### config.mk
export PLATFORM = sky130hd
export DESIGN_NAME = stc_scheduler
export DESIGN_NICKNAME = d
export VERILOG_FILES = /design/src/rtl/stc_sched_pkg.sv /design/src/rtl/stc_order_fifo.sv /design/src/rtl/stc_scheduler.sv
export SDC_FILE = /design/constraint.sdc
export NUM_CORES = 1
export LEC_CHECK = 0
export CAP_MARGIN = 20
export CORE_MARGIN = 4
export CORE_UTILIZATION = 48
export DETAILED_ROUTE_END_ITERATION = 10
export GPL_TIMING_DRIVEN = 0
export PLACE_DENSITY = 0.72
export SLEW_MARGIN = 10
export SYNTH_ARGS = -nofsm -noshare
export SYNTH_HDL_FRONTEND = slang
export SYNTH_SLANG_ARGS = --single-unit
### constraint.sdc
create_clock -name clk -period 2.1 [get_ports clk]
set_input_delay 0.315 -clock clk [delete_from_list [all_inputs] [get_ports clk]]
set_output_delay 0.315 -clock clk [all_outputs]
set_load 0.02 [all_outputs]
### src/rtl/stc_sched_pkg.sv
// Shared types and helpers for the stc_scheduler tensor-core dispatcher.
package stc_sched_pkg;

  localparam int unsigned MAX_CORES = 8;
  localparam int unsigned MAX_ID_W  = 3;

  typedef enum logic [1:0] {
    IDLE  = 2'd0,
    ARM   = 2'd1,
    FETCH = 2'd2
  } state_t;

  // One-hot decode of a lane index into a MAX_CORES-wide vector.
  function automatic logic [MAX_CORES-1:0] onehot(input logic [MAX_ID_W-1:0] idx);
    logic [MAX_CORES-1:0] v;
    v      = '0;
    v[idx] = 1'b1;
    return v;
  endfunction

  // Rotating-priority search: first set bit of mask at or after ptr, over n lanes.
  // Returns {found, index}.
  function automatic logic [MAX_ID_W:0] rr_pick(input logic [MAX_CORES-1:0] mask,
                                                input logic [MAX_ID_W-1:0]  ptr,
                                                input int unsigned          n);
    logic [MAX_ID_W:0] r;
    int unsigned       j;
    r = '0;
    j = 0;
    for (int unsigned k = 0; k < MAX_CORES; k++) begin
      if (k < n) begin
        j = (32'(ptr) + k) % n;
        if (!r[MAX_ID_W] && mask[j[MAX_ID_W-1:0]]) r = {1'b1, j[MAX_ID_W-1:0]};
      end
    end
    return r;
  endfunction

endpackage

### src/rtl/stc_order_fifo.sv
// Dispatch-order FIFO of lane IDs; head is entry 0, entries shift on pop.
module stc_order_fifo
  import stc_sched_pkg::*;
#(
  parameter int unsigned DEPTH = 4,
  parameter int unsigned ID_W  = 2
) (
  input  logic             clk,
  input  logic             rst,
  input  logic             push,
  input  logic [ID_W-1:0]  push_id,
  input  logic             pop,
  output logic [ID_W-1:0]  head,
  output logic             empty,
  output logic             full,
  output logic [DEPTH-1:0] contains
);

  localparam int unsigned CNT_W = $clog2(DEPTH + 1);

  logic [ID_W-1:0]  ent     [DEPTH];
  logic [ID_W-1:0]  ent_nxt [DEPTH];
  logic [CNT_W-1:0] count, count_nxt, wpos;
  logic             pop_ok, push_ok;

  // Next-entry computation: shift on pop, then write at the (possibly shifted) tail.
  always_comb begin
    pop_ok    = pop && !empty;
    push_ok   = push && (!full || pop_ok);
    ent_nxt   = ent;
    count_nxt = count;
    if (pop_ok) begin
      for (int unsigned i = 0; i < DEPTH - 1; i++) ent_nxt[i] = ent[i+1];
    end
    wpos = pop_ok ? (count - 1'b1) : count;
    if (push_ok) begin
      for (int unsigned i = 0; i < DEPTH; i++) begin
        if (CNT_W'(i) == wpos) ent_nxt[i] = push_id;
      end
    end
    if (push_ok && !pop_ok)      count_nxt = count + 1'b1;
    else if (pop_ok && !push_ok) count_nxt = count - 1'b1;
  end

  // Storage and occupancy registers.
  always_ff @(posedge clk or negedge rst) begin
    if (!rst) begin
      for (int unsigned i = 0; i < DEPTH; i++) ent[i] <= '0;
      count <= '0;
    end else begin
      ent   <= ent_nxt;
      count <= count_nxt;
    end
  end

  // Status decode and membership mask of occupied entries.
  always_comb begin
    head     = ent[0];
    empty    = (count == '0);
    full     = (count == CNT_W'(DEPTH));
    contains = '0;
    for (int unsigned i = 0; i < DEPTH; i++) begin
      if (CNT_W'(i) < count) contains[ent[i]] = 1'b1;
    end
  end

endmodule

### src/rtl/stc_scheduler.sv
// Demand-driven dispatcher for a cluster of sparse tensor-core lanes.
// Optional performance counters are enabled with `define STC_SCHED_PERF_EN.
module stc_scheduler
  import stc_sched_pkg::*;
#(
  parameter int unsigned NUM_CORES   = 4,
  parameter int unsigned FETCH_BEATS = 4,
  parameter int unsigned ID_W        = $clog2(NUM_CORES)
) (
  input  logic                 clk,
  input  logic                 rst,
  input  logic                 job_valid,
  output logic                 job_ready,
  input  logic                 in_valid,
  output logic                 in_ready,
  input  logic [NUM_CORES-1:0] core_idle,
  input  logic [NUM_CORES-1:0] core_fetch,
  input  logic [NUM_CORES-1:0] core_wb,
  output logic [NUM_CORES-1:0] core_start,
  output logic [NUM_CORES-1:0] core_fetch_done,
  output logic [NUM_CORES-1:0] in_sel,
  output logic [NUM_CORES-1:0] out_sel,
  output logic                 result_valid,
  output logic                 busy,
  output logic                 err_order
`ifdef STC_SCHED_PERF_EN
  ,
  output logic [31:0]          perf_jobs,
  output logic [31:0]          perf_stall,
  output logic [31:0]          perf_bubble
`endif
);

  function automatic logic [MAX_ID_W-1:0] pad_id(input logic [ID_W-1:0] id);
    logic [MAX_ID_W-1:0] v;
    v           = '0;
    v[ID_W-1:0] = id;
    return v;
  endfunction

  state_t                 state, state_nxt;
  logic [ID_W-1:0]        lane, lane_nxt, ptr, pick_id, head;
  logic [7:0]             beats;
  logic [NUM_CORES-1:0]   wb_prev, contains, elig, rise, head_mask;
  logic [MAX_CORES-1:0]   elig_w, oh_pick, oh_lane, oh_lnxt, oh_head;
  logic [MAX_ID_W:0]      pick;
  logic                   found, last_beat, push, pop, empty, full, err_set;
  logic                   unused_bits;

  stc_order_fifo #(
    .DEPTH (NUM_CORES),
    .ID_W  (ID_W)
  ) u_fifo (
    .clk      (clk),
    .rst      (rst),
    .push     (push),
    .push_id  (pick_id),
    .pop      (pop),
    .head     (head),
    .empty    (empty),
    .full     (full),
    .contains (contains)
  );

  // Lane search, handshake, next state and result-side bookkeeping.
  always_comb begin
    elig                   = core_idle & ~contains;
    elig_w                 = '0;
    elig_w[NUM_CORES-1:0]  = elig;
    pick                   = rr_pick(elig_w, pad_id(ptr), NUM_CORES);
    found                  = pick[MAX_ID_W];
    pick_id                = pick[ID_W-1:0];
    // job_ready is gated by rst so every output is low while reset is held.
    job_ready              = rst && (state == IDLE) && job_valid && found && !full;
    in_ready               = (state == FETCH);
    last_beat              = in_ready && in_valid && (beats == 8'(FETCH_BEATS - 1));
    push                   = job_ready;
    state_nxt              = state;
    lane_nxt               = lane;
    case (state)
      IDLE:    if (job_ready) begin
                 state_nxt = ARM;
                 lane_nxt  = pick_id;
               end
      ARM:     if (core_fetch[lane]) state_nxt = FETCH;
      FETCH:   if (last_beat) state_nxt = IDLE;
      default: state_nxt = IDLE;
    endcase
    oh_pick      = onehot(pad_id(pick_id));
    oh_lane      = onehot(pad_id(lane));
    oh_lnxt      = onehot(pad_id(lane_nxt));
    oh_head      = onehot(pad_id(head));
    head_mask    = empty ? '0 : oh_head[NUM_CORES-1:0];
    pop          = !empty && wb_prev[head] && !core_wb[head];
    rise         = core_wb & ~wb_prev;
    err_set      = |(rise & ~head_mask);
    result_valid = !empty && core_wb[head];
    unused_bits  = ^{pick, oh_pick, oh_lane, oh_lnxt, oh_head};
  end

  // Result mux select and busy decode straight from state/FIFO flops, no input path.
  always_comb begin
    out_sel = head_mask;
    busy    = (state != IDLE) || !empty;
  end

  // State register, beat counter, pointer and registered pulse outputs.
  always_ff @(posedge clk or negedge rst) begin
    if (!rst) begin
      state           <= IDLE;
      lane            <= '0;
      ptr             <= '0;
      beats           <= '0;
      wb_prev         <= '0;
      core_start      <= '0;
      core_fetch_done <= '0;
      in_sel          <= '0;
      err_order       <= 1'b0;
    end else begin
      state   <= state_nxt;
      lane    <= lane_nxt;
      wb_prev <= core_wb;
      if (last_beat) begin
        beats <= '0;
        ptr   <= (lane == ID_W'(NUM_CORES - 1)) ? '0 : lane + 1'b1;
      end else if (in_ready && in_valid) begin
        beats <= beats + 8'd1;
      end
      core_start      <= job_ready ? oh_pick[NUM_CORES-1:0] : '0;
      core_fetch_done <= last_beat ? oh_lane[NUM_CORES-1:0] : '0;
      in_sel          <= (state_nxt != IDLE) ? oh_lnxt[NUM_CORES-1:0] : '0;
      err_order       <= err_order | err_set;
    end
  end

`ifdef STC_SCHED_PERF_EN
  // Saturating performance counters.
  always_ff @(posedge clk or negedge rst) begin
    if (!rst) begin
      perf_jobs   <= '0;
      perf_stall  <= '0;
      perf_bubble <= '0;
    end else begin
      if (job_ready && perf_jobs != '1) perf_jobs <= perf_jobs + 32'd1;
      if (job_valid && !job_ready && perf_stall != '1) perf_stall <= perf_stall + 32'd1;
      if ((state == FETCH) && !in_valid && perf_bubble != '1) perf_bubble <= perf_bubble + 32'd1;
    end
  end
`endif

endmodule
==> results.ini <==
[global_route]
grt_max_degree = 31
first_global_vias = 2127
grt_first_pass_wirelength_mm = 10.27
antenna_found_initial = 0
track_usage_pct = 21.15
grt_overflow = 0

[cts]
clk_latency_ns = 0.30
clock-root-buffer = clkbuf_8
clock_sinks = 42
cts_buffer_depth = 2
tritoncts = yes
numCtsBuffers = 5
cts-htree-levels = 2
clk_pin_slew_ns = 0.08

[worst_setup_path]
cp.arrival_ns = 2.55
crit_fanout = 7
critPathKind = flop to flop
cp.required_ns = 2.29
cp-start-kind = flop
end_kind = flop

[route]
routed.top_layer = met4
drt_iter0_markers = 194
wl_met2_mm = 3.403
avgRoutedWirePerCell_um = 16.92
drt-total-wl_mm = 6.397
wl_met1_mm = 2.604
ant_nets = 0
via_count = 2084
wl_met3_um = 292
vias_per_cell = 5.513
drc = 0
firstDrtPassIters = 4

[worst_hold_path]
min_path_type = input port to asynchronous set/reset pin

[finish]
fin_area_mm2 = 0.003557
n_antenna_cell = 0
fillCellCount = 320
fin_nets = 335
utilization_pct = 74.33
drive_above_1_share_pct = 36.33
layout.cells.non_filler = 378
regArea_mm2 = 0.001054
multi_input_area_mm2 = 0.001550
areaGrowthSynthToFinish_pct = 49.00

[synthesis]
ys_top_cells_by_area = dfrtp_1 (44%), mux2i_1 (5.5%), ha_1 (4.7%)
synth.yosys.seq_area_share_pct = 44.03
yosysTopAreaCell = dfrtp_1
netlist_area_mm2 = 0.002387
ys_types = 51
synth_nets = 257
ys_seq_elements = 42
synth.top_cell.area_share_pct = 44.03
synth_edf_count = 0
yosys_warnings = 0
ys.flop_type = dfrtp_1
avgSynthCellArea_um2 = 10.29
synthCells = 232
async_reset_ff_share_pct = 100.0

[outcome]
outcome = finished with violations
violations = negative setup slack

[sta]
slew_viol_final = 0
fin_crit_ns = 2.368
max-slew-margin-rel_pct = 61.75
hold_viol_final = 0
worst_pin_slew_ns = 0.5719
finalSetupViolCount = 22
fin_hold_ws_ns = 0.05460
fmax_mhz = 422.3
layout_setup_ws_ns = -0.2678
tns_ns = -2.975
post-route-period-util_pct = 112.8
rsz0062_at_grt = yes
finClkSkew_ns = 0.005888

[placed_design]
gp_congestion = 0.8141
place_area_mm2 = 0.002874
place_inst = 336
dpl.hpwl_mm = 3.779
portBuffers = 36

[floorplanning]
dieHeight_um = 78.53
coreArea_mm2 = 0.004786
initial_core_util_pct = 49.88
rows = 25
die_w_um = 78.53
ioPinCount = 37
die-area_mm2 = 0.006166

[power]
pwr_density_cell_mw_per_mm2 = 1478
ir_drop_mv = 0.7391
p_leak_nw = 1.526

[flow_run]
max_cap_violations = 0

[area by class of cell]
type	instances	area share, %
Buffer	6	1.583
Sequential cell	42	29.62
Inverter	15	1.864
Clock inverter	3	0.5980
Multi-Input combinational cell	168	43.58
Clock buffer	5	1.935
Timing Repair Buffer	72	18.47
Tap cell	67	2.357
[final timing paths]
path | endpoint | slack, ns | from | cells after the start
max | u_fifo.count[2]$_DFFE_PN0P_ | -0.27 | u_fifo.count[2]$_DFFE_PN0P_ | 11
max reg2reg | u_fifo.count[2]$_DFFE_PN0P_ | -0.27 | u_fifo.count[2]$_DFFE_PN0P_ | 11
min | u_fifo.count[0]$_DFFE_PN0P_ | 0.05 | rst | 3
min reg2reg | beats[7]$_DFFE_PN0P_ | 0.48 | beats[7]$_DFFE_PN0P_ | 1
max in group asynchronous | u_fifo.head[1]$_DFF_PN0_ | 1.11 | rst | 2
min in group clk | wb_prev[0]$_DFF_PN0_ | 0.31 | core_wb[0] | 1
[cells in the mapped netlist, types with 5 or more instances]
master	number
dfrtp_1	42
xnor2_1	7
inv_1	14
nand3_1	8
nor2_1	16
and2_1	5
mux2i_1	13
nand2_1	18
nor3_1	7
ha_1	9
a21oi_1	6
o21ai_0	10
buf_2	5
nand2b_1	7
[registers in the layout, summed over array words and instances (netlist names)]
signal,count
err_order,1
core_start,4
wb_prev,4
lane,2
state,2
core_fetch_done,4
u_fifo.count,3
in_sel,4
u_fifo.ent,6
ptr,2
u_fifo.head,2
beats,8
[metal layers]
metal / vias to the layer above / track usage, %
met5: - / 0
met4: 0 / 7.517
met3: 10 / 4.014
met2: 68 / 34.89
met1: 1012 / 27.75
li1: 994 / -
[where the power goes]
part / internal [mW] / switching [mW]
clock: 0.233 / 0.289
sequential: 1.03 / 0.271
combinational: 1.62 / 1.82
total: 2.88 / 2.38
[per-stage QoR]
step	worst slack, ns	total power [mW]
2_1_floorplan	-0.1155	2.771
3_3_place_gp	-1.971	3.357
3_5_place_dp	-0.7527	3.410
4_1_cts	-0.1298	4.752
5_1_grt	-0.3492	5.563
6_report	-0.2678	5.256
[cells in the final DEF, fill, tap and decap left out, types with 4 or more instances in the layout]
| cell | netlist | final |
|---|---|---|
| inv_4 | 0 | 4 |
| inv_1 | 14 | 10 |
| nor2_1 | 16 | 14 |
| buf_6 | 0 | 13 |
| a21oi_1 | 6 | 4 |
| nand3_1 | 8 | 8 |
| xnor2_1 | 7 | 5 |
| clkbuf_8 | 0 | 5 |
| dfrtp_1 | 42 | 40 |
| dlygate4sd2_1 | 0 | 4 |
| nand2_1 | 18 | 18 |
| o21ai_0 | 10 | 5 |
| clkdlybuf4s50_1 | 0 | 24 |
| ha_1 | 9 | 7 |
| buf_4 | 0 | 29 |
| mux2i_1 | 13 | 12 |
| and2_1 | 5 | 5 |
| nor3_4 | 1 | 5 |
| nor3_1 | 7 | 4 |
| nand2b_1 | 7 | 7 |
[cell families (layout without fill, tap and decap cells)]
family          count (synthesis)  after routing  synth area share, %
flops                          42             42                44.03
xor+xnor                       10             10                3.669
compound gates                 45             45                14.47
buf+inv                        22            101                3.721
mux                            18             18                9.538
simple gates                   86             86                19.86
fa+ha+maj                       9              9                4.717
[worst max-delay path: stages, from the launching register on]
cell and delay, ns:
dfrtp_2 0.48, buf_6 0.17, nor3_4 0.06, o32ai_2 0.43
o22ai_2 0.18, o21ai_2 0.23, buf_6 0.14, inv_4 0.04
ha_4 0.16, mux2i_1 0.15, nor2_1 0.07, xor2_1 0.15
[repair_timing]
item,in CTS,in global routing
pin swaps,13,7
resized for setup,92,23
setup endpoints to repair,29,28
setup buffers,25,8
hold buffers,2,0
endpoints found under the hold margin,12,0
No activity file was read; power rests on OpenSTA's default activity.
